<file path="src/rtl/act_stream_pkg.sv">
// Shared types and defaults for the activation output stream stages.
package act_stream_pkg;

    localparam int DATA_W_DEFAULT = 32;

    typedef logic [31:0] act_word_t;

    // Beat as seen by downstream valid/ready stages.
    typedef struct packed {
        act_word_t data;
        logic      last;
    } act_beat_t;

endpackage

</file>
<file path="src/rtl/act_sync_fifo.sv">
// Single-clock FIFO: pointer/count bookkeeping and register-array storage.
module act_sync_fifo
    import act_stream_pkg::*;
#(
    parameter int DATA_W = DATA_W_DEFAULT,
    parameter int DEPTH  = 16
) (
    input  logic              clk,
    input  logic              rst,
    input  logic              push,
    input  logic [DATA_W-1:0] wr_data,
    input  logic              pop,
    output logic [DATA_W-1:0] rd_data,
    output logic              full,
    output logic              empty
);

    localparam int AW = $clog2(DEPTH);
    localparam int CW = $clog2(DEPTH + 1);

    logic [DATA_W-1:0] mem [DEPTH];
    logic [AW-1:0]     wr_ptr_reg;
    logic [AW-1:0]     rd_ptr_reg;
    logic [CW-1:0]     count_reg;
    logic              do_push;
    logic              do_pop;

    assign full    = (count_reg == CW'(DEPTH));
    assign empty   = (count_reg == '0);
    assign do_push = push && !full;
    assign do_pop  = pop && !empty;
    assign rd_data = mem[rd_ptr_reg];

    // Storage kept out of the reset branch so it maps onto plain memory.
    always_ff @(posedge clk) begin
        if (do_push) begin
            mem[wr_ptr_reg] <= wr_data;
        end
    end

    always_ff @(posedge clk) begin
        if (rst) begin
            wr_ptr_reg <= '0;
            rd_ptr_reg <= '0;
            count_reg  <= '0;
        end else begin
            if (do_push) begin
                wr_ptr_reg <= wr_ptr_reg + 1'b1;
            end
            if (do_pop) begin
                rd_ptr_reg <= rd_ptr_reg + 1'b1;
            end
            case ({do_push, do_pop})
                2'b10:   count_reg <= count_reg + 1'b1;
                2'b01:   count_reg <= count_reg - 1'b1;
                default: count_reg <= count_reg;
            endcase
        end
    end

endmodule

</file>
<file path="src/rtl/hardsigmoid_out_framer.sv">
// HardSigmoid output framer: FIFO buffering, drop detection, tensor framing.
// Optional tensor checksum enabled by defining HSIG_FRAMER_CHECKSUM_EN.
module hardsigmoid_out_framer
    import act_stream_pkg::*;
#(
    parameter int DATA_W     = DATA_W_DEFAULT,
    parameter int DEPTH      = 16,
    parameter int TENSOR_LEN = 1024
) (
    input  logic                              clk,
    input  logic                              rst,
    input  logic                              valid_in,
    input  logic [DATA_W-1:0]                 input_data,
    output logic                              in_ready,
    output logic                              out_valid,
    input  logic                              out_ready,
    output logic [DATA_W-1:0]                 output_data,
    output logic                              out_last,
    output logic [$clog2(TENSOR_LEN+1)-1:0]   elem_idx,
    output logic                              frame_done,
    output logic                              overflow,
    output logic [DATA_W-1:0]                 checksum,
    output logic                              checksum_vld
);

    localparam int IDX_W = $clog2(TENSOR_LEN + 1);

    logic             full;
    logic             empty;
    logic             push;
    logic             pop;
    logic             drop;
    logic [IDX_W-1:0] elem_idx_reg;
    logic             frame_done_reg;
    logic             overflow_reg;

    // The operator cannot stall, so a beat arriving while full is lost even if a pop frees a slot.
    assign push = valid_in && !full;
    assign drop = valid_in && full;
    assign pop  = out_valid && out_ready;

    act_sync_fifo #(
        .DATA_W (DATA_W),
        .DEPTH  (DEPTH)
    ) u_fifo (
        .clk     (clk),
        .rst     (rst),
        .push    (push),
        .wr_data (input_data),
        .pop     (pop),
        .rd_data (output_data),
        .full    (full),
        .empty   (empty)
    );

    assign in_ready   = !full;
    assign out_valid  = !empty;
    assign out_last   = out_valid && (elem_idx_reg == IDX_W'(TENSOR_LEN - 1));
    assign elem_idx   = elem_idx_reg;
    assign frame_done = frame_done_reg;
    assign overflow   = overflow_reg;

    always_ff @(posedge clk) begin
        if (rst) begin
            elem_idx_reg   <= '0;
            frame_done_reg <= 1'b0;
            overflow_reg   <= 1'b0;
        end else begin
            frame_done_reg <= pop && out_last;
            if (drop) begin
                overflow_reg <= 1'b1;
            end
            if (pop) begin
                elem_idx_reg <= out_last ? '0 : elem_idx_reg + 1'b1;
            end
        end
    end

`ifdef HSIG_FRAMER_CHECKSUM_EN
    logic [DATA_W-1:0] acc_reg;
    logic [DATA_W-1:0] checksum_reg;
    logic              checksum_vld_reg;

    always_ff @(posedge clk) begin
        if (rst) begin
            acc_reg          <= '0;
            checksum_reg     <= '0;
            checksum_vld_reg <= 1'b0;
        end else begin
            checksum_vld_reg <= 1'b0;
            if (pop) begin
                if (out_last) begin
                    checksum_reg     <= acc_reg + output_data;
                    checksum_vld_reg <= 1'b1;
                    acc_reg          <= '0;
                end else begin
                    acc_reg <= acc_reg + output_data;
                end
            end
        end
    end

    assign checksum     = checksum_reg;
    assign checksum_vld = checksum_vld_reg;
`else
    assign checksum     = '0;
    assign checksum_vld = 1'b0;
`endif

endmodule

</file>
<file path="config.mk">
export PLATFORM = sky130hd
export DESIGN_NAME = hardsigmoid_out_framer
export DESIGN_NICKNAME = d
export VERILOG_FILES = /design/src/rtl/act_stream_pkg.sv /design/src/rtl/act_sync_fifo.sv /design/src/rtl/hardsigmoid_out_framer.sv
export SDC_FILE = /design/constraint.sdc
export NUM_CORES = 1
export LEC_CHECK = 0
export BUFFER_PORTS_ARGS = -buffer_cell sky130_fd_sc_hd__clkbuf_2
export CORE_AREA = 2 2 219 221
export CTS_CLUSTER_DIAMETER = 30
export DETAILED_ROUTE_END_ITERATION = 10
export DIE_AREA = 0 0 221 223
export GPL_ROUTABILITY_DRIVEN = 0
export PLACE_DENSITY = 0.73
export SLEW_MARGIN = 5
export SYNTH_ARGS = -nofsm -noshare
export SYNTH_HDL_FRONTEND = slang
export SYNTH_SLANG_ARGS = --single-unit
</file>
<file path="constraint.sdc">
create_clock -name clk -period 4.21 [get_ports clk]
set_input_delay 0.2105 -clock clk [delete_from_list [all_inputs] [get_ports clk]]
set_output_delay 0.2105 -clock clk [all_outputs]
set_load 0.03 [all_outputs]
</file>
Yosys cells after proc, flatten, opt, wreduce, memory -nomap -nowiden
Memories as Yosys holds them, arrays and structs flattened. A register that Yosys moved wholly into a read port is not among the register bits.
Index checks and enable logic that the tools add are counted.
{"block": "classes", "n_addsub": 5, "n_eq_ne": 4, "n_mux": 6, "reduce_logical": 11}
{"operator": "$add 11x1->11 const B", "count": 1}
{"operator": "$eq 11x10->1 const B", "count": 1}
{"operator": "$mux 11", "count": 1}
{"operator": "$pmux 5 s2", "count": 1}
{"operator": "$add 4x1->4 const B", "count": 2}
{"operator": "$mux 4", "count": 2}
{"operator": "$logic_and 1x1->1", "count": 7}
{"operator": "$add 5x1->5 const B", "count": 1}
{"operator": "$eq 5x5->1 const B", "count": 1}
{"operator": "$logic_not 5->1", "count": 1}
{"operator": "$sub 5x1->5 const B", "count": 1}
{"operator": "$eq 2x1->1 const B", "count": 1}
{"operator": "$eq 2x2->1 const B", "count": 1}
{"operator": "$logic_not 1->1", "count": 2}
{"operator": "$mux 1", "count": 2}
{"operator": "$reduce_bool 2->1", "count": 1}
{"block": "word_totals", "register_bits": 26, "ram_bits": 512, "inputBits": 36, "out_inout_bits": 81, "wordCells": 33, "mem_count": 1}
{"memory": "u_fifo.mem", "depth": 16, "width": 32, "read_ports": 1, "rd_clocked_by_memory_dff": 1, "wr": 1, "line": "act_sync_fifo.sv:21", "text": "logic [DATA_W-1:0] mem [DEPTH];"}

Longest topological paths before layout
{"block": "logic_depth", "ltp_word": 6, "mapped_depth": 13, "mapped_depth_nobuf": 10}

Modules after synthesis
A second synthesis with hierarchy kept.
{"block": "unflattened", "cells_unflattened": 1012, "hier_area_um2": 20987.6}
{"mod": "act_sync_fifo", "n_inst": 1, "cells_each": 909, "area_each_um2": 20120.5, "seq_area_each_um2": 15715.1}
{"mod": "hardsigmoid_out_framer", "n_inst": 1, "cells_each": 103, "area_each_um2": 867.1, "seq_area_each_um2": 260.2}

Worst setup path before layout
No wires, ideal clock.
{"block": "synth_path", "path_type": "register to register", "from": "register u_fifo.count_reg[2]", "to": "memory u_fifo.mem[0][0] (netlist name), enable pin", "setup_time_ps": 461, "arrival_time_ps": 3312, "t_required_ps": 3749, "setup_slack_ps": 437, "stages_incl_launch_ff": 6, "path_buffers": 1, "period_less_slack_ps": 3773, "cell_sequence": "dfxtp_1 buf_2 nor4_2 a21boi_1 nand2_1 nor3_1"}
{"block": "synth_via", "elab_chain_cells": 6}
{"element": "start, declared", "line": "act_sync_fifo.sv:24", "text": "logic [CW-1:0] count_reg;"}
{"element": "start signal, assigned", "line": "act_sync_fifo.sv:54", "text": "2'b10: count_reg <= count_reg + 1'b1;"}
{"element": "start signal, assigned", "line": "act_sync_fifo.sv:55", "text": "2'b01: count_reg <= count_reg - 1'b1;"}
{"element": "start signal, assigned", "line": "act_sync_fifo.sv:56", "text": "default: count_reg <= count_reg;"}
{"element": "$eq 5x5->1 (*)", "line": "act_sync_fifo.sv:28", "text": "assign full = (count_reg == CW'(DEPTH));"}
{"element": "$logic_not 1->1 (*)", "line": "act_sync_fifo.sv:30, hardsigmoid_out_framer.sv:38"}
{"element": "$logic_and 1x1->1", "line": "hardsigmoid_out_framer.sv:38", "text": "assign push = valid_in && !full;"}
{"element": "$logic_and 1x1->1 (*)", "line": "act_sync_fifo.sv:30", "text": "assign do_push = push && !full;"}
{"element": "$mux 1 (*)", "line": "act_sync_fifo.sv:36", "text": "if (do_push) begin"}
{"element": "$mux 1 (not written as such) (*)", "line": "act_sync_fifo.sv:37", "text": "mem[wr_ptr_reg] <= wr_data;"}
{"element": "end, declared", "line": "act_sync_fifo.sv:21"}
Mark *: on every way between the ends. The rest lies on a longest branch, timed or not.

==> qor.txt <==
RUN STATUS
----------------------------------------------------------------------------------
Result of the run                                                     complete, no violations

WORST SETUP PATH
----------------------------------------------------------------------------------
Data required time at the worst endpoint                                   4000 ps
Worst R2R Start                                                       u_fifo.count_reg[1]
Maximum fanout along the worst path                                             55
R2R setup slack                                                            1000 ps
Setup crit start kind                                                    flip-flop
Reg2Reg Capture Point                                                 u_fifo.count_reg[4]
Critical path endpoint category                                       primary output
Arrival time at the worst endpoint                                         3040 ps
Length in cells of the worst reg-to-reg path                                    10
Startpoint-to-endpoint class of the critical path                       reg -> out

CLOCKING
----------------------------------------------------------------------------------
Clock H-tree levels                                                              3
Total number of clock tree sinks                                               542
Insertion delay to the later sink of the worst-skew pair                    640 ps
Number of buffers on the longest clock path                                      3
Number of buffers created by CTS                                                99
CTS tree                                                                      done
Clock tree root driver cell                                           sky130_fd_sc_hd__clkbuf_16
CTS clock-pin slew for the worst setup and hold paths                        50 ps

HOLD PATH
----------------------------------------------------------------------------------
Min-Delay Path Class                                                     in -> reg
Worst Hold Endpoint                                                   u_fifo.mem[2][18]
Hold path startpoint                                                  input_data[18]
Hold Path Stages                                                                 1

FLOORPLANNING
----------------------------------------------------------------------------------
Top-level I/O count                                                            117
Std cell rows                                                                   80
Chip height                                                                 223 um
Full die area                                                         0.04928 mm^2
DIE WIDTH                                                                   221 um
Starting density of the core                                                44.46%
Core area                                                             0.04715 mm^2

PLACED DESIGN
----------------------------------------------------------------------------------
Placed Instances                                                             1,682
Port buffer count                                                               83
Placement-stage cell area                                             0.02219 mm^2
HPWL Detailed                                                             24.21 mm

GRT
----------------------------------------------------------------------------------
Maximum number of pins on one net before global-route repair                    56
Global-route wire length before repair                                    69.07 mm
Total routing usage reported by global routing                              18.81%
Vias in the first global route                                              11,090
Initial antenna violation count                                                  4
Total grt overflow                                                               0

DRT
----------------------------------------------------------------------------------
Post-Route WL                                                             45.69 mm
Remaining routing DRC violations                                                 0
Average wire per standard cell                                            24.24 um
Average via count per standard cell                                          5.619
DRC marker count from the first detailed-route iteration                     1,100
Via count of the routed design                                              10,592
First-pass detailed-route iteration total                                        4
Number of routed nets with antenna violations                                    0

FINAL LAYOUT
----------------------------------------------------------------------------------
Final Instance Count excl. Fillers                                           1,885
Final Net Count                                                              1,231
Post-Layout Inst Area                                                 0.02571 mm^2
Most frequent cells in the layout                                     sky130_fd_sc_hd__edfxtp_1, sky130_fd_sc_hd__mux4_2, sky130_fd_sc_hd__clkbuf_16
Most common cell after layout, fill and taps aside                    sky130_fd_sc_hd__edfxtp_1
Share of final-layout standard cells stronger than drive strength 1         34.04%
Number of flip-flops under the largest register name                           512
# fillers                                                                    3,457
Relative area change from synthesis to final layout                         22.64%

SYNTHESIS
----------------------------------------------------------------------------------
Number of flip-flops and latches in the synthesized netlist                    542
Ys async rst share                                                              0%
Synth warn                                                                       0
Count of cell types in the netlist                                              54
Sequential cell area fraction in the yosys report                           76.21%
Ys flop type                                                          sky130_fd_sc_hd__edfxtp_1
Most area-consuming cells after synthesis                             sky130_fd_sc_hd__edfxtp_1, sky130_fd_sc_hd__mux4_2, sky130_fd_sc_hd__dfxtp_1
Syn avg cell area                                                       20.79 um^2
Cell type with the largest total area after synthesis                 sky130_fd_sc_hd__edfxtp_1
Cell area after synthesis                                             0.02096 mm^2
Number of synthesized flops with an enable pin                                 512
Number of standard cells after synthesis                                     1,008
Top cell type's share of synthesized area                                   73.35%

TIMING
----------------------------------------------------------------------------------
Final setup TNS                                                               0 ps
Share of the cycle needed by the critical path after routing                77.23%
Min Clock Period, post-route                                               3251 ps
Worst-Margin Slew                                                          1244 ps
RSZ-0062 raised after global routing                                         false
Maximum frequency from static timing analysis                            307.6 MHz
Pins Over Slew Limit                                                             0
Final number of setup-violating endpoints                                        0
Final Hold Viols                                                                 0
Max-slew headroom at the worst pin                                          16.86%
Worst clock skew on the final layout                                      31.44 ps

PWR
----------------------------------------------------------------------------------
Total chip power                                                         0.01618 W
Maximum VDD drop                                                       0.0003468 V
Leakage power of the design                                               8.502 nW
Power density cells                                                   629.4 mW/mm^2

JOB
----------------------------------------------------------------------------------
Max_cap viols                                                                    0

[Yosys cell counts (all sizes together), types with 2 or more instances]
library cell	n
a21boi	2
a21oi	12
a22oi	64
and3	3
and4	3
buf	53
clkbuf	34
dfxtp	30
edfxtp	512
ha	9
inv	7
mux2i	2
mux4	128
nand2	48
nand2b	4
nand3b	3
nand4b	2
nor2	36
nor2b	2
nor3	6
o2111ai	2
o211ai	4
o21ai	4
o31ai	3
or4	4
xnor2	4
xor2	9
[how the worst max path moves through the flow]
| stage | endpoint | cells after the start | slack (ps) |
|---|---|---|---|
| 2_1_floorplan | u_fifo.mem[0][0] | 5 | 440 |
| 6_report | output_data[2] | 5 | 960 |
| 3_5_place_dp | u_fifo.count_reg[4] | 10 | 1040 |
| 3_3_place_gp | u_fifo.count_reg[4] | 10 | 1120 |
| 4_1_cts | output_data[2] | 5 | 900 |
| 5_1_grt | u_fifo.count_reg[4] | 10 | 700 |
[critical path, cell delays in order, from the launching register on]
cell                       delay [ps]
sky130_fd_sc_hd__dfxtp_4          920
sky130_fd_sc_hd__buf_4            450
sky130_fd_sc_hd__mux4_2           350
sky130_fd_sc_hd__a22oi_1          220
sky130_fd_sc_hd__nand2_1          200
sky130_fd_sc_hd__clkbuf_2         240
[metrics by stage]
stage | hold WS (ps) | worst slack (ps) | utilization [%]
CTS | 0.8292 | 899.6 | 54.52
global route | 19.25 | 699.3 | 54.52
finish | 20.38 | 958.6 | 54.53
detailed placement | 468.5 | 1037 | 47.07
floorplan | 309.4 | 436.8 | -
global placement | 469.1 | 1123 | 47.07
[power breakdown]
| part | switching, W | total [W] | internal [W] |
|---|---|---|---|
| clock network | 0.00266 | 0.00773 | 0.00507 |
| registers | 0.000183 | 0.00628 | 0.00609 |
| logic | 0.00127 | 0.00217 | 0.000905 |
| total | 0.00411 | 0.0162 | 0.0121 |
[logic make-up (layout without fill, tap and decap cells)]
kind of cell | Yosys count | in the layout | share of synthesized area (%)
xor+xnor | 13 | 13 | 0.5791
flops | 542 | 542 | 76.21
mux | 131 | 131 | 13.90
simple gates | 119 | 119 | 2.698
compound gates | 99 | 99 | 3.611
fa+ha+maj | 9 | 9 | 0.5372
other cells | 1 | 34 | 0.01789
buf+inv | 94 | 323 | 2.441
[repair_timing]
action	in CTS	in global routing
buffers inserted	0	0
resized for setup	0	0
hold endpoints to repair	238	0
hold buffers	18	0
[routing by layer]
metal / GRT usage (%) / vias up / wire [um]
li1: - / 4505 / -
met1: 25.13 / 5491 / 18230
met2: 30.61 / 503 / 22860
met3: 4.491 / 87 / 3558
met4: 6.322 / 6 / 1013
met5: 0 / - / 31
[cell type report]
cell class	instances	area [um^2]	area share [%]
inverters	7	26.28	0.1022
well taps	615	769.5	2.993
clock inverters	71	759.5	2.954
diodes	1	2.502	0.009734
repair buffers	132	865.8	3.368
clock buffers	113	2572	10.01
flip-flops and latches	542	15980	62.17
multi-input cells	404	4728	18.39
(Power assumes the default switching activity.)
